$ cat config.mk
export PLATFORM = sky130hd
export DESIGN_NAME = pc_unit
export DESIGN_NICKNAME = d
export VERILOG_FILES = /design/src/rtl/pc_unit_pkg.sv /design/src/rtl/pc_unit_branch_cond.sv /design/src/rtl/pc_unit.sv
export SDC_FILE = /design/constraint.sdc
export NUM_CORES = 1
export LEC_CHECK = 0
export CAP_MARGIN = 30
export CORE_ASPECT_RATIO = 1.2
export CORE_MARGIN = 2
export CORE_UTILIZATION = 41
export CTS_CLUSTER_DIAMETER = 40
export DETAILED_ROUTE_END_ITERATION = 8
export HOLD_SLACK_MARGIN = 0.06
export PLACE_DENSITY = 0.81
export SLEW_MARGIN = 0
export SYNTH_ARGS = -nofsm -noshare
export SYNTH_HDL_FRONTEND = slang
export SYNTH_SLANG_ARGS = --single-unit
$ cat constraint.sdc
create_clock -name clk -period 3 [get_ports clk]
set_clock_uncertainty 0.1 [all_clocks]
set_input_delay 0.9 -clock clk [delete_from_list [all_inputs] [get_ports clk]]
set_output_delay 0.9 -clock clk [all_outputs]
set_load 0.005 [all_outputs]
$ cat src/rtl/pc_unit_pkg.sv
// Shared encodings for the program-counter unit: branch condition modes and next-PC sources.
package pc_unit_pkg;

    typedef enum logic [2:0] {
        COND_EQ     = 3'd0,
        COND_NE     = 3'd1,
        COND_GT     = 3'd2,
        COND_LT     = 3'd3,
        COND_GE     = 3'd4,
        COND_LE     = 3'd5,
        COND_ALWAYS = 3'd6,
        COND_NEVER  = 3'd7
    } cond_mode_e;

    typedef enum logic [1:0] {
        PCSRC_ALU    = 2'd0,
        PCSRC_ALUOUT = 2'd1,
        PCSRC_JUMP   = 2'd2,
        PCSRC_EXC    = 2'd3
    } pc_source_e;

endpackage

$ cat src/rtl/pc_unit_branch_cond.sv
// Branch condition evaluator: maps {zf, gf, cond_mode} to cond_true.
// Purely combinational; no backpressure.
module pc_unit_branch_cond
    import pc_unit_pkg::*;
(
    input  logic       zf,
    input  logic       gf,
    input  logic [2:0] cond_mode,
    output logic       cond_true
);

    always_comb begin
        cond_true = 1'b0;
        case (cond_mode)
            COND_EQ:     cond_true = zf;
            COND_NE:     cond_true = !zf;
            COND_GT:     cond_true = gf;
            COND_LT:     cond_true = !gf && !zf;
            COND_GE:     cond_true = gf || zf;
            COND_LE:     cond_true = !gf;
            COND_ALWAYS: cond_true = 1'b1;
            COND_NEVER:  cond_true = 1'b0;
            default:     cond_true = 1'b0;
        endcase
    end

endmodule

$ cat src/rtl/pc_unit.sv
// Program counter unit: flag register, branch condition, next-PC mux, alignment check, PC/EPC, branch counter.
// Latency 1 cycle for every registered output; no backpressure (loads are accepted or rejected in-cycle).
module pc_unit
    import pc_unit_pkg::*;
#(
    parameter int               WIDTH        = 32,
    parameter logic [WIDTH-1:0] RESET_VECTOR = '0,
    parameter logic [WIDTH-1:0] EXC_BASE     = 'h0000_0080,
    parameter int               CNT_WIDTH    = 16
) (
    input  logic                 clk,
    input  logic                 reset,
    input  logic                 alu_zero,
    input  logic                 alu_gt,
    input  logic                 flags_load,
    input  logic                 pc_write,
    input  logic                 pc_write_cond,
    input  logic [2:0]           cond_mode,
    input  logic [1:0]           pc_source,
    input  logic [WIDTH-1:0]     alu_result,
    input  logic [WIDTH-1:0]     aluout,
    input  logic [WIDTH-1:0]     jump_target,
    input  logic [1:0]           exc_code,
    input  logic                 epc_write,
    output logic [WIDTH-1:0]     pc,
    output logic [WIDTH-1:0]     epc,
    output logic                 pc_taken,
    output logic                 misaligned,
    output logic [CNT_WIDTH-1:0] branch_count
);

    logic             zf_q, gf_q;
    logic             zf, gf;
    logic             cond_true;
    logic             write_en;
    logic             is_exc;
    logic             reject;
    logic             accept;
    logic             cnt_inc;
    logic [WIDTH-1:0] exc_vec;
    logic [WIDTH-1:0] next_pc;

    // Bypass lets a compare and its dependent branch share one cycle.
    assign zf = flags_load ? alu_zero : zf_q;
    assign gf = flags_load ? alu_gt   : gf_q;

    pc_unit_branch_cond u_branch_cond (
        .zf        (zf),
        .gf        (gf),
        .cond_mode (cond_mode),
        .cond_true (cond_true)
    );

    assign write_en = pc_write || (pc_write_cond && cond_true);
    assign exc_vec  = EXC_BASE + {{(WIDTH-4){1'b0}}, exc_code, 2'b00};

    always_comb begin
        next_pc = alu_result;
        case (pc_source)
            PCSRC_ALU:    next_pc = alu_result;
            PCSRC_ALUOUT: next_pc = aluout;
            PCSRC_JUMP:   next_pc = jump_target;
            PCSRC_EXC:    next_pc = exc_vec;
            default:      next_pc = alu_result;
        endcase
    end

    // Exception vectors are trusted; every other target must be word aligned.
    assign is_exc  = (pc_source == PCSRC_EXC);
    assign reject  = write_en && (next_pc[1:0] != 2'b00) && !is_exc;
    assign accept  = write_en && !reject;
    assign cnt_inc = accept && pc_write_cond && !pc_write;

    always_ff @(posedge clk or negedge reset) begin
        if (!reset) begin
            zf_q         <= 1'b0;
            gf_q         <= 1'b0;
            pc           <= RESET_VECTOR;
            epc          <= '0;
            pc_taken     <= 1'b0;
            misaligned   <= 1'b0;
            branch_count <= '0;
        end else begin
            if (flags_load) begin
                zf_q <= alu_zero;
                gf_q <= alu_gt;
            end
            if (epc_write) begin
                epc <= pc;
            end
            pc_taken <= accept;
            if (accept) begin
                pc <= next_pc;
            end
            if (reject) begin
                misaligned <= 1'b1;
            end else if (accept && is_exc) begin
                misaligned <= 1'b0;
            end
            if (cnt_inc && (branch_count != {CNT_WIDTH{1'b1}})) begin
                branch_count <= branch_count + {{(CNT_WIDTH-1){1'b0}}, 1'b1};
            end
        end
    end

endmodule

==> results.txt <==
top cells by area, synth - dfrtp_1 52%, mux2_2 10%, mux2i_1 7.2%, o21ai_0 3.9%, nand2_1 3.6%
crit share post-route - 98.1%
die height - 112 µm
syn nets - 484
core area - 9520 µm²
Synth Cell Area - 4010 µm²
Avg Inst Size Synth - 10.8 µm²
crit path DAT - 3.10 ns
Worst R2R Setup Slack - 0.83 ns
Hold Startpoint - pc[11]
H-tree level count - 3
# fillers - 723
total power - 3780 µW
worst r2r path cells - 7
post-route ant nets - 0
peak supply drop - 0.000319 V
area share of the largest cell type after synthesis - 52.4%
drt first-iter violations - 140
n_diodes - 0
grt ovf - 0
GP Congestion - 0.848
vias after detailed routing - 3652
clk_lat worst skew - 0.34 ns
Clock transition at path regs - 0.06 ns
reg2reg end - branch_count[14]
Seq/Total Area, Yosys - 52.4%
post-CTS setup repair buffer count - 0
cell taking the most area after synthesis - dfrtp_1
initial core utilization - 42.1%
setup ws final - 0.0583 ns
largest net degree at the start of global routing - 46
CP required - 3.15 ns
end of the worst hold path - pc[11]
DR pass1 iterations - 6
Max Cap Viol - 0
clk sinks - 84
Overall Global Routing Usage - 23.9%
EDFF count, synth - 0
nets - 689
Min Clock Period, post-route - 2.94 ns
worst hold slack - 0.401 ns
P&R area growth vs syn - 63.6%
worst hold path class - reg -> reg
CP max FO - 6
global-route wire length before repair - 19100 µm
CP Launch Type - input port
Worst Max-Slew Pin Slew - 0.574 ns
library cells used by synthesis - 38
CTS tree - yes
TritonCTS Buffers - 9
status - finished, final reports clean
crit end category - register
antenna violations before repair - 0
vias in the first global route - 3686
Main synth FF type - dfrtp_1
DRC violations left - 0
placed wire-length estimate - 9360 µm
register bit total from synthesis - 84
pre-CTS setup slack - -0.325 ns
via density per instance - 5.18
final hold viol count - 0
Die ar. - 10600 µm²
critical path's slowest cell - clkdlybuf4s50_1
reg-to-reg startpoint - gf_q
post-synthesis async set-or-reset flop share - 100%
die span in x - 94.3 µm
slew margin rel. - 61.8%
clock root buffer - clkbuf_16
Site Rows - 39
clk buf depth - 2
Peak Freq - 340 MHz
drt total wl - 12300 µm
final setup fails - 0
power per cell area - 576 nW/µm²
layout cells sized above 1 - 15.6%
CP max stage delay - 0.51 ns
Setup CP Type - in -> reg
Pleak - 0.00290 µW
crit-path cells - clkdlybuf4s50_1 > mux2_2 > a211o_1 > a32oi_2 > nand4b_4 > buf_4 > nor3_2 > xor2_1
final slew viol count - 0
warnings from Yosys - 0
I/O pin count - 193
hold path cells - 2
I/O Buffers - 192
drt wl/cell - 17.4 µm
cell count after synthesis - 372
==> Yosys cell counts (3+ instances only) <==
cell,number
dfrtp_1,84
nor4_1,3
xor2_1,14
inv_1,5
buf_1,5
nand2_1,38
nand4_1,6
mux2i_1,29
mux2_2,37
nand3_1,7
clkbuf_1,16
o21ai_0,31
nor3_1,4
nor2_1,38
a21oi_1,28
==> metal layers <==
| metal | global-route usage [%] | part of all wire, % |
|---|---|---|
| met3 | 6.58 | 8.6 |
| met1 | 28.6 | 38 |
| met5 | 0 | 0 |
| met4 | 9.95 | 2.8 |
| met2 | 40.4 | 51 |
==> cells by family after synthesis <==
logic type                 after synthesis  share of synthesized area, %
and+or+nand+nor                        106                          12.2
buffers and inverters                   28                          2.75
xor gates and xnor gates                15                          3.28
DFF                                     84                          52.4
adders and majority gates                1                         0.312
muxes                                   69                          19.1
AOI/OAI and AO/OA                       69                          9.89
==> flip-flops by register name, indices dropped and copies added (netlist names) <==
name / cells
branch_count: 16
epc: 32
gf_q: 1
misaligned: 1
pc: 32
pc_taken: 1
zf_q: 1
==> cells in the final DEF (no fill, tap or decap), types with 2 or more instances in the layout <==
master and count:
inv_1 5, clkbuf_16 9, buf_6 2, nor2_1 38
a21oi_1 28, buf_4 21, and2_1 2, nand2_1 38
mux2_2 37, bufinv_16 2, nand3_1 7, nor4_1 3
mux4_2 2, mux2i_1 29, buf_12 3, clkdlybuf4s50_1 190
clkinv_2 3, nor3_1 2, nor3_2 2, dfrtp_1 84
o21ai_0 31, xor2_1 14, nand4_1 6, and3_1 2
==> where the power goes <==
group          leakage [µW]  total (µW)  internal, µW  switching, µW
registers           0.00108        1540          1350            182
clock network      0.000155        1170           725            443
logic               0.00166        1080           703            372
total               0.00290        3780          2780            997
==> worst max-delay path: cells and delay by family <==
| family | cells | cell delay, ns |
|---|---|---|
| buffers and inverters | 2 | 0.71 |
| AOI/OAI and AO/OA | 2 | 0.51 |
| muxes | 1 | 0.38 |
| xor gates and xnor gates | 1 | 0.17 |
| and+or+nand+nor | 2 | 0.41 |
==> worst max-delay path by stage <==
stage / from / to / slack, ns / cells past startpoint
floorplan: flags_load / branch_count[1] / 0.28 / 6
global placement: flags_load / branch_count[15] / -0.22 / 8
detailed placement: flags_load / pc[24] / -0.32 / 9
CTS: flags_load / pc[29] / 0.00005 / 9
global route: flags_load / branch_count[12] / -0.01 / 8
finish: flags_load / branch_count[14] / 0.06 / 8
==> through the flow <==
| step | utilization [%] | instances | instance area [µm²] | setup TNS (ns) |
|---|---|---|---|---|
| after floorplan | - | 372 | 4010 | 0 |
| after global placement | 65.3 | 689 | 6210 | -8.49 |
| after detailed placement | 65.3 | 689 | 6210 | -11.41 |
| after CTS | 68.6 | 705 | 6530 | 0 |
| after global routing | 68.9 | 705 | 6560 | -0.00975 |
| final | 68.9 | 705 | 6560 | 0 |
==> layout make-up <==
type | count | area [µm²] | share of cell area [%]
inverters | 5 | 18.8 | 0.286
clock buffers | 9 | 225 | 3.43
well taps | 123 | 154 | 2.35
flip-flops and latches | 84 | 2100 | 32.0
repair buffers | 217 | 2150 | 32.7
clock inverters | 7 | 91.3 | 1.39
multi-input cells | 260 | 1820 | 27.8
==> what timing repair did <==
item,4_1_cts,5_1_grt
gates resized for setup,0,7
setup endpoints to repair,0,31
hold buffers,0,0
Note: power is estimated with default switching activity, not from simulation.
